File: config.mk
export PLATFORM = sky130hd
export DESIGN_NAME = fifo_rd_streamer
export DESIGN_NICKNAME = d
export VERILOG_FILES = /design/src/rtl/fifo_rd_pkg.sv /design/src/rtl/rd_skid_buf.sv /design/src/rtl/fifo_rd_streamer.sv
export SDC_FILE = /design/constraint.sdc
export NUM_CORES = 1
export LEC_CHECK = 0
export ABC_CLOCK_PERIOD_IN_PS = 3200
export BUFFER_PORTS_ARGS = -buffer_cell sky130_fd_sc_hd__clkbuf_2
export CORE_ASPECT_RATIO = 1.75
export CORE_MARGIN = 8
export CORE_UTILIZATION = 45
export CTS_CLUSTER_SIZE = 12
export DETAILED_ROUTE_END_ITERATION = 7
export PLACE_DENSITY = 0.73
export SLEW_MARGIN = 25
export SYNTH_ARGS = -nofsm -noshare
export SYNTH_HDL_FRONTEND = slang
export SYNTH_HIERARCHICAL = 1
export SYNTH_SLANG_ARGS = --single-unit
File: constraint.sdc
create_clock -name clk_i -period 3.2 [get_ports clk_i]
set_clock_uncertainty 0.05 [all_clocks]
set_input_delay 0.16 -clock clk_i [delete_from_list [all_inputs] [get_ports clk_i]]
set_output_delay 0.16 -clock clk_i [all_outputs]
set_load 0.03 [all_outputs]
File: src/rtl/fifo_rd_pkg.sv
// -----------------------------------------------------------------------------
// fifo_rd_pkg
// Shared constants and elaboration-time helpers for the dc_fifo read-side
// streamer: legal local-buffer depth range, buffer index width and occupancy
// counter width.
// -----------------------------------------------------------------------------
package fifo_rd_pkg;

   localparam int unsigned BUF_DEPTH_MIN = 2;
   localparam int unsigned BUF_DEPTH_MAX = 16;

   // Depth must lie in [BUF_DEPTH_MIN, BUF_DEPTH_MAX]; 3 or more is needed
   // to sustain one word per cycle.
   function automatic bit buf_depth_ok(input int unsigned depth);
      return (depth >= BUF_DEPTH_MIN) && (depth <= BUF_DEPTH_MAX);
   endfunction

   // Width of a circular-buffer index; never narrower than one bit.
   function automatic int unsigned idx_width(input int unsigned depth);
      return (depth < 2) ? 1 : $clog2(depth);
   endfunction

   // Width able to hold an occupancy of 0..depth inclusive.
   function automatic int unsigned occ_width(input int unsigned depth);
      return $clog2(depth + 1);
   endfunction

endpackage

File: src/rtl/rd_skid_buf.sv
// -----------------------------------------------------------------------------
// rd_skid_buf
// Small circular buffer that holds words captured from the FIFO until the
// stream consumer accepts them. Non-power-of-two depths wrap explicitly.
//
// Ports:
//   clk_i        clock
//   srst_i       synchronous active-high reset (indices and occupancy)
//   wr_en_i      capture wr_data_i at the write index this cycle
//   wr_data_i    word to capture
//   rd_ready_i   consumer ready; a pop happens when rd_valid_o && rd_ready_i
//   rd_data_o    head entry (zero while empty)
//   rd_valid_o   buffer non-empty
//   occ_o        current occupancy
//   occ_next_o   occupancy after this cycle's capture/pop
// -----------------------------------------------------------------------------
module rd_skid_buf
   import fifo_rd_pkg::*;
#(
   parameter  int unsigned DWIDTH    = 8,
   parameter  int unsigned BUF_DEPTH = 4,
   localparam int unsigned IW        = idx_width(BUF_DEPTH),
   localparam int unsigned OW        = occ_width(BUF_DEPTH)
) (
   input  logic              clk_i,
   input  logic              srst_i,
   input  logic              wr_en_i,
   input  logic [DWIDTH-1:0] wr_data_i,
   input  logic              rd_ready_i,
   output logic [DWIDTH-1:0] rd_data_o,
   output logic              rd_valid_o,
   output logic [OW-1:0]     occ_o,
   output logic [OW-1:0]     occ_next_o
);

   localparam logic [IW-1:0] LAST_IDX = IW'(BUF_DEPTH - 1);

   logic [DWIDTH-1:0] mem_q [BUF_DEPTH];
   logic [IW-1:0]     wr_idx_q, wr_idx_d;
   logic [IW-1:0]     rd_idx_q, rd_idx_d;
   logic [OW-1:0]     occ_q, occ_d;
   logic              pop;

   // Advance an index modulo BUF_DEPTH.
   function automatic logic [IW-1:0] idx_inc(input logic [IW-1:0] idx);
      return (idx == LAST_IDX) ? '0 : idx + IW'(1);
   endfunction

   // Next-state for indices and occupancy; capture and pop together cancel.
   always_comb begin
      pop      = (occ_q != '0) && rd_ready_i;
      wr_idx_d = wr_idx_q;
      rd_idx_d = rd_idx_q;
      occ_d    = occ_q;
      if (wr_en_i) begin
         wr_idx_d = idx_inc(wr_idx_q);
      end else begin
         wr_idx_d = wr_idx_q;
      end
      if (pop) begin
         rd_idx_d = idx_inc(rd_idx_q);
      end else begin
         rd_idx_d = rd_idx_q;
      end
      case ({wr_en_i, pop})
         2'b10:   occ_d = occ_q + OW'(1);
         2'b01:   occ_d = occ_q - OW'(1);
         default: occ_d = occ_q;
      endcase
   end

   // Index and occupancy registers.
   always_ff @(posedge clk_i) begin
      if (srst_i) begin
         wr_idx_q <= '0;
         rd_idx_q <= '0;
         occ_q    <= '0;
      end else begin
         wr_idx_q <= wr_idx_d;
         rd_idx_q <= rd_idx_d;
         occ_q    <= occ_d;
      end
   end

   // Storage array; a capture landing during reset is dropped.
   always_ff @(posedge clk_i) begin
      if (wr_en_i && !srst_i) begin
         mem_q[wr_idx_q] <= wr_data_i;
      end
   end

   // Head data is forced to zero while empty so reset shows a clean bus.
   always_comb begin
      rd_valid_o = (occ_q != '0);
      rd_data_o  = '0;
      if (rd_valid_o) begin
         rd_data_o = mem_q[rd_idx_q];
      end else begin
         rd_data_o = '0;
      end
      occ_o      = occ_q;
      occ_next_o = occ_d;
   end

endmodule

File: src/rtl/fifo_rd_streamer.sv
// -----------------------------------------------------------------------------
// fifo_rd_streamer
// Read-side drain stage for a normal-mode (non-showahead) dc_fifo. Issues
// read requests while the FIFO is non-empty and the local buffer has room for
// everything already committed, captures the one-cycle-late read data and
// presents it as a valid/ready stream.
//
// Ports:
//   clk_i         FIFO read clock
//   srst_i        synchronous active-high reset
//   fifo_empty_i  FIFO rd_empty_o
//   fifo_q_i      FIFO q_o, valid the cycle after rd_req_o
//   rd_req_o      FIFO rd_req_i
//   src_data_o    stream data (buffer head)
//   src_valid_o   stream valid
//   src_ready_i   stream ready
//   words_o       delivered-word count, wraps modulo 2^CWIDTH
//   busy_o        buffer non-empty or a read in flight
// -----------------------------------------------------------------------------
module fifo_rd_streamer
   import fifo_rd_pkg::*;
#(
   parameter int unsigned DWIDTH    = 8,
   parameter int unsigned BUF_DEPTH = 4,
   parameter int unsigned CWIDTH    = 16
) (
   input  logic              clk_i,
   input  logic              srst_i,
   input  logic              fifo_empty_i,
   input  logic [DWIDTH-1:0] fifo_q_i,
   output logic              rd_req_o,
   output logic [DWIDTH-1:0] src_data_o,
   output logic              src_valid_o,
   input  logic              src_ready_i,
   output logic [CWIDTH-1:0] words_o,
   output logic              busy_o
);

   localparam int unsigned OW = occ_width(BUF_DEPTH);

   if (!buf_depth_ok(BUF_DEPTH)) begin : g_bad_depth
      $error("fifo_rd_streamer: BUF_DEPTH must be in 2..16");
   end

   logic              infl_q, infl_d;
   logic [CWIDTH-1:0] words_q, words_d;
   logic              busy_q, busy_d;
   logic [OW-1:0]     occ, occ_next;
   logic [OW:0]       committed;
   logic              rd_req;
   logic              src_valid;
   logic [DWIDTH-1:0] src_data;

   rd_skid_buf #(
      .DWIDTH    (DWIDTH),
      .BUF_DEPTH (BUF_DEPTH)
   ) u_buf (
      .clk_i      (clk_i),
      .srst_i     (srst_i),
      .wr_en_i    (infl_q),
      .wr_data_i  (fifo_q_i),
      .rd_ready_i (src_ready_i),
      .rd_data_o  (src_data),
      .rd_valid_o (src_valid),
      .occ_o      (occ),
      .occ_next_o (occ_next)
   );

   // Issue decision uses registered occupancy and in-flight state only, so
   // src_ready_i never reaches rd_req_o combinationally. Counting the
   // in-flight word reserves its slot before the data returns.
   always_comb begin
      committed = {1'b0, occ} + (OW + 1)'(infl_q);
      rd_req    = !fifo_empty_i && (committed < (OW + 1)'(BUF_DEPTH)) && !srst_i;
      infl_d    = rd_req;
      words_d   = words_q;
      if (src_valid && src_ready_i) begin
         words_d = words_q + CWIDTH'(1);
      end else begin
         words_d = words_q;
      end
      busy_d = (occ_next != '0) || infl_d;
   end

   // In-flight flag, delivered-word counter and busy register.
   always_ff @(posedge clk_i) begin
      if (srst_i) begin
         infl_q  <= 1'b0;
         words_q <= '0;
         busy_q  <= 1'b0;
      end else begin
         infl_q  <= infl_d;
         words_q <= words_d;
         busy_q  <= busy_d;
      end
   end

   // Output drive.
   always_comb begin
      rd_req_o    = rd_req;
      src_data_o  = src_data;
      src_valid_o = src_valid;
      words_o     = words_q;
      busy_o      = busy_q;
   end

endmodule

# Yosys cells after proc, flatten, opt, wreduce, memory -nomap -nowiden
# Memory sizes are Yosys's and may differ from the RTL's. A register that Yosys moved wholly into a read port is not among the register bits.
# Cells that the tools add are included.
# word_totals
ff_bits	25
ramBits	32
input_bits	12
out_inout_bits	27
memories	1
# mem_list
name	depth	width	rd	rd_ports_with_merged_regs	write_ports	line_no	source
u_buf.mem_q	4	8	1	1	1	rd_skid_buf.sv:38	logic [DWIDTH-1:0] mem_q [BUF_DEPTH];
# classes
addsub	6
order_cmp	1
n_eq_ne	4
mux	8
reduce_logical	9
# ops
cell	count
$add A16 B1 Y16 const B	1
$mux W2	4
$mux W8	1
$eq A2 B2 Y1 const B	3
$pmux W3 S2	1
$reduce_bool A3 Y1	2
$add A2 B1 Y2 const B	2
$add A3 B1 Y4	1
$logic_and A1 B1 Y1	4
$lt A4 B3 Y1 const B	1
$add A3 B1 Y3 const B	1
$sub A3 B1 Y3 const B	1
$eq A2 B1 Y1 const B	1
$logic_not A1 Y1	2
$mux W1	2
$logic_or A1 B1 Y1	1

# Longest topological paths before layout
# Gate-level depths: netlist of the first run.
# logic_depth
word_depth	6
ltp_mapped	10

# By module
# The synthesis of the first run kept the hierarchy.
# modules_own_cells
module	instances	cells_each	area_per_inst_um2	seq_area_each_um2
rd_skid_buf	1	102	1700.4	1141.1
fifo_rd_streamer	1	90	790.8	360.3

# Worst setup path before layout of the first run
# No wires, ideal clock.
# synth_path
kind	register to register
start	reg u_buf.occ_q[2], in the netlist u_buf/occ_o[2]
end	reg words_q[15], in the netlist words_o[15]
arrival_time_ns	1.889
t_required_ns	3.080
path_slack_ns	1.190
path_stages_with_launch	7
path_buffers	0
period_less_slack_ns	2.010
cell_sequence	dfxtp_1 nor3_2 inv_1 and4_1 nand2_1 or4_1 a21oi_1
# synth_via
elab_chain_cells	2
# synth_rtl
element	line_no	source
start, declared	rd_skid_buf.sv:41	logic [OW-1:0] occ_q, occ_d;
start signal, assigned	rd_skid_buf.sv:77	occ_q <= '0;
start signal, assigned	rd_skid_buf.sv:81	occ_q <= occ_d;
$reduce_bool A3 Y1	rd_skid_buf.sv:94	rd_valid_o = (occ_q != '0);
named net src_valid_o	fifo_rd_streamer.sv:33	output logic src_valid_o,
$logic_and A1 B1 Y1	fifo_rd_streamer.sv:77	if (src_valid && src_ready_i) begin
end signal, assigned	fifo_rd_streamer.sv:93	words_q <= words_d;
end, declared	fifo_rd_streamer.sv:46	logic [CWIDTH-1:0] words_q, words_d;
# The timed path passes the listed nets, and every way through them passes these cells.
# A chain may end at the register's enable or synchronous reset.

# Final worst setup path of the first run
# layout_path
start	reg u_buf.occ_q[2], in the netlist u_buf/occ_o[2]
end	reg busy_q, in the netlist busy_o
# layout_via
elab_chain_cells	6
word_cells_on_any_way	13
classes_between	3 x add/sub; 1 x order compare; 2 x eq/ne; 1 x mux; 6 x reduce/logical
# layout_rtl
element	line_no	source
branches (longest 3 deep; another with $sub A3 B1 Y3)	n/a	
$pmux W3 S2 *	rd_skid_buf.sv:65	case ({wr_en_i, pop})
named net occ_next[2]	fifo_rd_streamer.sv:48	logic [OW-1:0] occ, occ_next;
$reduce_bool A3 Y1 *	fifo_rd_streamer.sv:82	busy_d = (occ_next != '0) || infl_d;
$logic_or A1 B1 Y1 *	fifo_rd_streamer.sv:82	
end signal, assigned	fifo_rd_streamer.sv:94	busy_q <= busy_d;
end, declared	fifo_rd_streamer.sv:47	logic busy_q, busy_d;
# Mark *: on every way through the listed nets, which the timed path passes.

==> run summary, run 1 <==
The maximum number of buffers from clock root to sink came out at 2. The total power after layout came out at 0.00217 W. The type of element launching the critical path is a flip-flop.

In the post-synthesis netlist, the cell with the most instances is edfxtp_1. In the global route stage, overall resource usage came out at 12.6%. The number of antenna diodes in the final layout is 0. The CTS H-tree depth is 3. The post-CTS setup-driven buffer insertion count is 0. The synthesized area per cell is 13.0 um^2. The final number of max-transition violations came to 0. The worst hold slack is 0.0161 ns.

STA classifies the critical path endpoint as a flip-flop. Buffers inserted during clock tree synthesis total 9. The cell taking the most area after synthesis is edfxtp_1.

Setup repair after global routing left no endpoint under its margin. The area of the die came out at 8270 um^2. The floorplan step set the die height to 114 um. The netlist uses 35 different library cells. After synthesis the cells add up to around 2500 um^2.

The reg-to-reg critical path startpoint is u_buf/occ_o[2]. The pin count of the biggest net entering global routing came out at 29. The cell sitting at the root of the clock tree is a clkbuf_8. The reported max-cap violation count came out at 0. The share of the clock period used by the worst path after layout is 68.8%. The required arrival time at the worst endpoint came out at 3.35 ns. The endpoint arrival time on the critical path is 2.35 ns. The floorplan die width is between 70 and 80 um. In this run the most critical hold path is launched from fifo_q_i[3]. The initial detailed-routing violation count came out at between 60 and 70. In the synthesized netlist, the cells that appear most often are edfxtp_1, dfxtp_1, nor2_1. 39 I/O pins were placed. The startpoint of the most critical setup path is u_buf/occ_o[2]. The final routed wire length divided by cell count is around 15 um. The setup TNS came out at 0 ns. The power density of the placed cells is 725 nW/um^2. Port buffering added 38 buffers.

The area share of the largest cell type after synthesis came out at 38.6%. For this run, asynchronously set or reset flops after synthesis account for 0%. For this design, the sink count on the clock tree is 59. The worst IR drop on VDD came out at 0.453 mV. For this configuration, the core starts out at a cell density of ~46%.

In this run the worst hold path is classified as input port to flip-flop. The final layout contains 263 nets. After technology mapping, the gate count stands at 192. The number of global-route vias before repair came out at 1,684. The design area is 3000 um^2. The most used flip-flop cell after synthesis is edfxtp_1. The total congestion overflow came out at 0.

The highest net fanout along the worst path came out at 7. The hold violation total from the final report is 0. TritonCTS built the clock tree.

In this run the remaining antenna-violating nets after routing total 0. The number of search-and-repair iterations in the first detailed-routing pass is 4. For the worst-skew pair, the clock arrives at the later sink with an insertion delay of 0.33 ns. Measured against its own limit, the worst slew margin works out to between 50% and 60%. Yosys attributes the largest share of cell area to edfxtp_1, dfxtp_1, mux4_2. The worst setup path is of the flip-flop to flip-flop kind.

The DRC violation count after routing is 0. The flow ran to the end, and the final reports show no timing, DRC or antenna violations. The worst-margin pin slew came out at about 0.64 ns.

The wire length of the first global-routing pass is between 7000 and 8000 um. Yosys mapped a number of flops with a built-in enable equal to 32. Wires add up to 4750 um. The detailed router placed 1,633 vias in this run. The core footprint came out at approximately 5500 um^2. Setup violations remaining at the end of the flow were counted as 0. The register area share after synthesis is 60.3%. After clock tree synthesis, the clock-pin slew on the worst setup and hold paths is 0.06 ns.

The via density per instance came out at a little over 5. The total of flip-flops plus latches after synthesis is 59. Yosys printed 6 warnings. Counting every net in the synthesized netlist gives ~210. The leakage component of the power came out at about 1.1 nW.

The floorplan has 36 rows. The relative area change from synthesis to final layout came out at 20.4%. The placed instances occupy a cell area of 2740 um^2. Detailed placement ended at an HPWL of 3420 um. The minimum period implied by the final worst setup slack is 2.20 ns. The routability congestion estimate from global placement is 0.774. The initial antenna violation count came out at 0. Cells with a size suffix above 1 make up 25.0% of the layout. The maximum operating frequency came out at 454 MHz.
[registers in the layout, summed over array words and instances, names as in the netlist, named ones only]
| name | flops |
|---|---|
| busy_o | 1 |
| u_buf/rd_idx_q | 2 |
| infl_q | 1 |
| u_buf/wr_idx_q | 2 |
| u_buf/occ_o | 3 |
| u_buf/mem_q | 32 |
| words_o | 16 |
[cell type report]
class / count / area, um^2
multi-input cells: 118 / 921
repair buffers: 46 / 270
fillers: 468 / 2450
well taps: 76 / 95.1
inverters: 9 / 33.8
flip-flops and latches: 59 / 1500
clock buffers: 12 / 135
clock inverters: 4 / 43.8
[power by group]
part	total (W)	leakage (nW)	internal, W	switching [W]
registers	0.000927	0.508	0.000854	0.0000732
clock network	0.000617	0.0918	0.000355	0.000262
logic	0.000629	0.539	0.000240	0.000390
[final timing paths]
check             slack (ns)                end  cells after the start
setup / recovery         1.0             busy_o                     10
hold / removal          0.02  u_buf/mem_q[2][3]                      1
setup reg to reg         1.0             busy_o                     10
hold reg to reg         0.44        words_o[15]                      2
[cell usage in the layout (no fill, tap or decap), drive strengths merged, types with 2 or more instances in the layout]
cell / n
nor4: 3
nor2: 17
o31ai: 3
xnor2: 2
mux2i: 3
mux4: 8
nor3: 2
and2: 5
clkinv: 3
edfxtp: 32
ha: 7
xor2: 11
a21oi: 8
nor2b: 11
or3: 3
nand2: 9
nand3: 6
dfxtp: 27
or4: 2
dlygate4sd3: 8
clkbuf: 50
and4: 3
and3: 2
inv: 9
o21ai: 3
nand4: 6
[routing by layer]
layer	vias up	routed length [um]	GRT usage (%)
li1	796	-	-
met1	784	1890	12.8
met2	40	2520	21.3
met3	13	200	4.12
met4	0	137	7.96
met5	-	0	0
[kinds of logic (layout without fill, tap and decap cells)]
logic type      after synthesis  count (layout)  synth area share (%)
compound gates               14              14                  3.31
mux                          12              12                  8.89
fa+ha+maj                     8               8                  4.32
simple gates                 71              71                  15.9
buf+inv                      15              71                  2.76
flops                        59              59                  60.3
xor+xnor                     13              13                  4.57
[per-stage QoR]
stage          worst slack [ns]  std cells  utilization (%)
2_1_floorplan              1.19        192                -
3_3_place_gp               1.03        300             50.3
3_5_place_dp              0.992        300             50.3
4_1_cts                   0.967        323             54.9
5_1_grt                   0.801        324             55.1
6_report                  0.997        324             55.1
[critical path: stages (launching register included)]
cell and delay (ns):
dfxtp_1 0.47, o31ai_2 0.14, inv_1 0.07, ha_1 0.17
inv_1 0.06, fa_1 0.37, xor2_1 0.15, nor2_1 0.19
xor2_1 0.10, nor4_1 0.24, nor2_1 0.06
[what timing repair did]
| action | in CTS | in global routing |
|---|---|---|
| resized for setup | 0 | 0 |
| hold buffers | 7 | 1 |
| endpoints found under the setup margin | 0 | 0 |
| endpoints found under the hold margin | 25 | 1 |
Power figures use the tool's default switching activity.
==> run 2, diff against run 1 <==
Settings changed: ABC_CLOCK_PERIOD_IN_PS 3200 to 1800, PLACE_DENSITY 0.73 to 0.75.
Clock period 3.2 ns to 1.8 ns, I/O delays scaled along.
==> run 2 against run 1 <==
Against the previous run: the run now ends with negative setup slack left; flip-flop and latch count unchanged; largest power group is now combinational cells; first-iteration DRC count shrank 13%; clock power grew 61%; via count increased by 8.1%; critical path depth did not move; critical path type unchanged.
==> run summary, run 2 (synthesis gave the netlist of run 1 again) <==
STA classifies the critical path startpoint as a flip-flop. The number of inserted diodes is 0 (unchanged). The core footprint is 5450 um^2 (unchanged). The final routed wire length divided by cell count is 15.2 um (+3.6%). The number of search-and-repair iterations in the first detailed-routing pass came out at 4 (unchanged). The routed wire length came to 5300 um (+12%).

The insertion delay to the later sink of the worst-skew pair came out at 0.33 ns (about the same). The number of buffers created by CTS came out at 9 (unchanged). The maximum operating frequency is 534 MHz (+18%). The initial detailed-routing violation count is 53 (-13%). The placed instance area came to 2940 um^2 (+7.4%). The leakage component of the power is 1.31 nW (+15%). The number of buffer cells added on primary ports is 38 (unchanged).

The total net switching power came out at 0.00150 W (+110%). The depth of the most critical reg-to-reg path is 10 (unchanged). The hold violation total from the final report came out at 0 (unchanged).

The part of the power in the clock network is 22.9% (-5.5 points). The clock sink count is 59 (unchanged). In this run the clock root is driven by a clkbuf_8. The flip-flop count of the largest register, all copies and words added is 32 (unchanged). The wire length of the first global-routing pass is 8060 um (+3.2%). The number of core rows is 36 (unchanged). The setup TNS came out at -0.113 ns (-0.113 ns).

The required arrival time at the worst endpoint came out at 1.97 ns (-1.38 ns). Setup repair after global routing could not meet its margin everywhere. The minimum period implied by the final worst setup slack is 1.87 ns (-0.329 ns). The worst-margin pin slew is 0.458 ns (-0.180 ns). The reported max-cap violation count was 0 (unchanged).

The fraction of layout instances using a drive strength above 1 was 38.5% (+13 points). The DRC violation count after routing came out at 0 (unchanged). The placement-stage worst setup slack is -0.129 ns (-1.12 ns). The floorplan die width is 72.2 um (unchanged). The worst relative slew slack came out at 69.5% (+12 points). The CTS H-tree depth is 3 (unchanged). The total congestion overflow came out at 0 (unchanged). The final number of max-transition violations came out at 0 (unchanged).

The total track usage is 13.3% (+0.68 points). The number of nets in the final layout came out at 288 (+9.5%). TritonCTS built the clock tree. The initial antenna violation count came out at 0 (unchanged). The number of global-route vias before repair is 1,767 (+4.9%).

u_buf/mem_q holds more flip-flops than any other register. The register clock-pin slew on the reported worst setup and hold paths came out at 0.06 ns (about the same). The residual antenna-violating net count after detailed routing is 0 (unchanged). The post-CTS setup-driven buffer insertion count is 0 (unchanged).

The internal power of the cells is 0.00284 W (+96%). The initial core utilization is 45.7% (unchanged). The highest net fanout along the worst path is 2 (-5).

The flow ran to the end, but the final reports show violations. The endpoint arrival time on the critical path came out at 2.04 ns (-0.31 ns). The switching part of the total came out at 34.5% (+1.1 points).

The detailed-placement wirelength estimate came out at 3670 um (+7.4%). The share of the clock period used by the worst path after layout came out at 104% (+35 points). The instance count along the most critical hold path came out at 3 (+2). The part of the power in combinational logic was 39.9% (+11 points). The boundary pin count is 39 (unchanged). The total placed cells including tap cells is 324 (+8.0%). The sequential share of power is 37.3% (-5.3 points). The power density of the placed cells came out at 1300 nW/um^2 (+80%).

The pin count of the biggest net entering global routing is 18 (-38%). The utilization after layout came out at 61.0% (+6.0 points). The worst IR drop on VDD is 0.624 mV (+38%). The maximum number of buffers from clock root to sink came to 2 (unchanged). The routability congestion estimate from global placement is 0.775 (about the same).

The area of the die is 8270 um^2 (unchanged). The design area is 3330 um^2 (+11%). The final reports fail on negative setup slack. STA classifies the critical path endpoint as a flip-flop. The top cell types in the final layout, fill and taps aside, are edfxtp_1, clkbuf_2, buf_4, dfxtp_1, nor2_1. The commonest non-fill, non-tap cell in the layout is edfxtp_1. The setup slack after layout is -0.0744 ns (-1.07 ns). The total of endpoints with negative setup slack in the final report came out at 2 (+2). The via density per instance is 5.06 (+0.40%). The tightest min-delay check is of the input port to flip-flop type.

The count of vias placed by the detailed router came out at 1,766 (+8.1%). The final non-filler cell total came to 349 (+7.7%). The critical path is of the flip-flop to flip-flop type. Compared with the post-synthesis result, the final layout area differs by 33.5%. The vertical die dimension is 114 um (unchanged).
## run 2: changes by cell type in the layout (fill, tap and decap cells not counted), moves of 2 or more
cell and change:
dfxtp_1 -4, buf_6 +6, clkinv_1 +2, inv_1 -2, dfxtp_2 +2, nor2b_1 -6, inv_2 +2, dfxtp_4 +2
nor2b_4 +6, clkbuf_2 -8, buf_4 +25
## run 2: per-stage QoR
| stage | hold slack [ns] | total power, W |
|---|---|---|
| after floorplan | 0.119 | 0.00256 |
| after global placement | 0.247 | 0.00299 |
| after detailed placement | 0.243 | 0.00303 |
| after CTS | 0.0827 | 0.00409 |
| after global routing | 0.111 | 0.00456 |
| final | 0.108 | 0.00434 |
## run 2: power by group through the flow
| stage | Clock (W) | Combinational [W] | Sequential [W] |
|---|---|---|---|
| after floorplan | 0 | 0.000872 | 0.00169 |
| after global placement | 0 | 0.00136 | 0.00163 |
| after detailed placement | 0 | 0.00139 | 0.00163 |
| after CTS | 0.00102 | 0.00146 | 0.00161 |
| after global routing | 0.00109 | 0.00184 | 0.00163 |
| final | 0.000992 | 0.00173 | 0.00162 |
## run 2: timing repair
item | CTS | global route
pin swaps | 2 | 0
endpoints found under the setup margin | 10 | 15
hold buffers | 9 | 0
hold endpoints to repair | 33 | 0
resized for setup | 8 | 41
## run 2: routing by layer
metal | global-route usage (%) | vias up | part of all wire, %
met3 | 5.18 | 15 | 5.1
met2 | 24.0 | 42 | 57
met1 | 11.8 | 860 | 35
li1 | - | 849 | -
met4 | 7.82 | 0 | 2.7
met5 | 0 | - | 0
## run 2: path summary, 6_finish.rpt
| check | slack, ns | end | startpoint |
|---|---|---|---|
| setup / recovery | -0.07 | busy_o | u_buf/occ_o[2] |
| hold / removal | 0.11 | u_buf/occ_o[0] | srst_i |
| setup reg to reg | -0.07 | busy_o | u_buf/occ_o[2] |
| hold reg to reg | 0.44 | words_o[11] | words_o[11] |
## run 2: area by class of cell
class,instances,area [um^2]
Clock buffer,12,145
Fill cell,430,2120
Clock inverter,4,16.3
Multi-Input combinational cell,118,1010
Inverter,9,33.8
Tap cell,76,95.1
Timing Repair Buffer,71,515
Sequential cell,59,1510
## run 2: critical path: stages (launching register included)
cell     delay [ns]
dfxtp_4        0.36
o31ai_4        0.07
inv_1          0.07
ha_2           0.18
inv_2          0.04
fa_2           0.35
xor2_2         0.15
nor2_2         0.15
xor2_1         0.10
nor4_1         0.18
nor2_1         0.07
==> run 3, diff against run 2 <==
Settings changed: PLACE_DENSITY 0.75 to 0.79.
==> run 3 against run 2 <==
Against the previous run: the run still ends with negative setup slack left; worst setup slack lost 0.028 ns; sequential share of layout area about the same; clock power rose by 29%; non-clock buffer count shrank 1; final area barely moved; combinational power is 6% lower; critical path depth is 1 lower; flip-flop and latch count did not move; sequential power about the same; power increased by 4.4%; maximum frequency fell by 1.5%; hold slack worse by 0.0031 ns; critical endpoint is now u_buf/occ_o[2]; largest power group unchanged.
==> run summary, run 3 (synthesis gave the netlist of run 1 again) <==
The minimum period implied by the final worst setup slack came out at 1.90 ns (+0.0280 ns). The flow ran to the end, but the final reports show violations. The insertion delay to the later sink of the worst-skew pair is 0.33 ns (about the same). The setup TNS is -0.204 ns (-0.0903 ns). The pin count of the biggest net entering global routing came to 18 (unchanged). The initial core utilization is 45.7% (unchanged). The master cell of the clock root buffer is clkbuf_8. The floorplan die width came to 72.2 um (unchanged). The fill cell instance count of the final layout came to 438 (+1.9%). The hold violation total from the final report was 0 (unchanged). The count of vias placed by the detailed router came out at 1,778 (+0.68%).

The initial antenna violation count is 0 (unchanged). The required arrival time at the worst endpoint came out at 1.97 ns (about the same). The total of endpoints with negative setup slack in the final report came out at 2 (unchanged). The detailed-placement wirelength estimate is 3600 um (-1.9%).

The number of global-route vias before repair is 1,810 (+2.4%). The total congestion overflow came to 0 (unchanged). The total track usage was 13.0% (-0.22 points). The final routed wire length divided by cell count is 14.5 um (-4.5%).

The checks that failed: negative setup slack. The initial detailed-routing violation count came out at 102 (+92%). The instance count along the most critical hold path was 3 (unchanged). Setup repair after global routing could not meet its margin everywhere. The share of the clock period used by the worst path after layout was 106% (+1.6 points). The clock sink count was 59 (unchanged). The worst-margin pin slew came out at 0.455 ns (-0.00320 ns). The maximum number of buffers from clock root to sink came out at 2 (unchanged). The setup slack after layout came to -0.102 ns (-0.0280 ns).

The number of core rows came out at 36 (unchanged). The power density of the placed cells was 1360 nW/um^2 (+4.5%). The register clock-pin slew on the reported worst setup and hold paths is 0.07 ns (about the same). The design area came out at 3320 um^2 (about the same). The CTS H-tree depth came out at 3 (unchanged). The startpoint of the most critical setup path is u_buf/occ_o[1]. The wire length of the first global-routing pass came out at 8030 um (-0.35%). The maximum operating frequency was 526 MHz (-1.5%). The boundary pin count came to 39 (unchanged). The critical path is of the flip-flop to flip-flop type. The relative area change from synthesis to final layout came out at 33.5% (about the same).

The placed instance area is 2930 um^2 (-0.51%). The type of the most critical hold path is input port to flip-flop. The depth of the most critical reg-to-reg path came out at 9 (-1).

The highest net fanout along the worst path came out at 2 (unchanged). The worst relative slew slack is 69.7% (+0.21 points). The library cell used most frequently in the layout, excluding fill and tap cells, is edfxtp_1.

The flip-flop count of the largest register, all copies and words added is 32 (unchanged). The final number of max-transition violations came to 0 (unchanged). The number of buffer cells added on primary ports is 38 (unchanged). The vertical die dimension came out at 114 um (unchanged).

The number of buffers created by CTS came out at 9 (unchanged). The DRC violation count after routing is 0 (unchanged). The via density per instance is 5.11 (+0.97%). The startpoint identified for the worst hold timing path is srst_i. STA classifies the critical path startpoint as a flip-flop. The worst setup path is captured at a flip-flop.

The routed wire length was 5050 um (-4.8%). The number of inserted diodes is 0 (unchanged). The number of search-and-repair iterations in the first detailed-routing pass is 4 (unchanged). The residual antenna-violating net count after detailed routing came to 0 (unchanged). The number of nets in the final layout came to 287 (-0.35%). The reported max-cap violation count was 0 (unchanged). TritonCTS built the clock tree.

The worst register-to-register path begins at u_buf/occ_o[1]. The endpoint arrival time on the critical path came out at 2.08 ns (+0.04 ns). The fraction of layout instances using a drive strength above 1 is 37.5% (-0.96 points). The routability congestion estimate from global placement was 0.760 (-1.9%). The register with the most flip-flops is u_buf/mem_q. In the layout the commonest cells are edfxtp_1, clkbuf_2, buf_4, dfxtp_1, nor2_1. The core footprint is 5450 um^2 (unchanged). The area of the die came out at 8270 um^2 (unchanged). The worst IR drop on VDD came out at 0.889 mV (+42%). The leakage component of the power is 1.30 nW (-0.84%).
[run 3: changes by cell type in the layout (fill, tap and decap cells not counted), moves of 2 or more]
cell	change
nor2b_1	+2
buf_6	-4
clkinv_1	-2
nor2b_4	-3
clkinvlp_4	+2
clkbuf_1	-2
bufinv_16	+2
[run 3: power by group]
part	total (W)	internal (W)	leakage, nW	switching (W)
combinational	0.00163	0.000741	0.684	0.000891
sequential	0.00161	0.00153	0.510	0.0000803
clock	0.00128	0.000773	0.103	0.000511
total	0.00453	0.00305	1.30	0.00148
[run 3: metrics by stage]
stage / hold WS [ns] / power (W) / setup slack [ns] / util [%] / instances
floorplan: 0.119 / 0.00256 / -0.0724 / - / 192
global placement: 0.246 / 0.00299 / -0.0431 / 53.7 / 322
detailed placement: 0.247 / 0.00303 / -0.0906 / 53.7 / 322
CTS: 0.0890 / 0.00439 / -0.108 / 59.9 / 347
global route: 0.105 / 0.00475 / -0.242 / 61.0 / 348
finish: 0.105 / 0.00453 / -0.102 / 61.0 / 348
[run 3: layout make-up]
type / instances / area [um^2] / share of cell area [%]
clock inverter: 7 / 92.6 / 2.79
multi-input combinational: 118 / 970 / 29.2
timing repair buffer: 70 / 498 / 15.0
tap: 76 / 95.1 / 2.86
sequential: 59 / 1510 / 45.5
clock buffer: 9 / 124 / 3.73
inverter: 9 / 33.8 / 1.02
[run 3: final timing paths]
kind,slack [ns],endpoint
worst max register to register,-0.10,u_buf/occ_o[2]
worst min register to register,0.45,words_o[15]
worst min-delay path,0.10,u_buf/occ_o[0]
worst max-delay path,-0.10,u_buf/occ_o[2]
[run 3: what timing repair did]
action / CTS / global route
hold buffers: 9 / 0
gates cloned: 0 / 0
setup buffers: 0 / 1
endpoints found under the setup margin: 10 / 14
pin swaps: 1 / 0
resized for setup: 8 / 29
endpoints found under the hold margin: 33 / 0
[run 3: critical path, stage by stage (launching register included)]
cell and delay (ns):
dfxtp_2 0.35, o31ai_4 0.07, inv_1 0.06, ha_2 0.17, inv_2 0.04, fa_2 0.32, xor2_1 0.15, nor2_1 0.16
buf_4 0.14, mux2_4 0.28
[run 3: metal layers]
| metal | share of wire, % | GRT usage [%] |
|---|---|---|
| met1 | 36 | 11.5 |
| met2 | 55 | 22.6 |
| met3 | 4.7 | 4.74 |
| met4 | 3.9 | 10.8 |
| met5 | 0 | 0 |
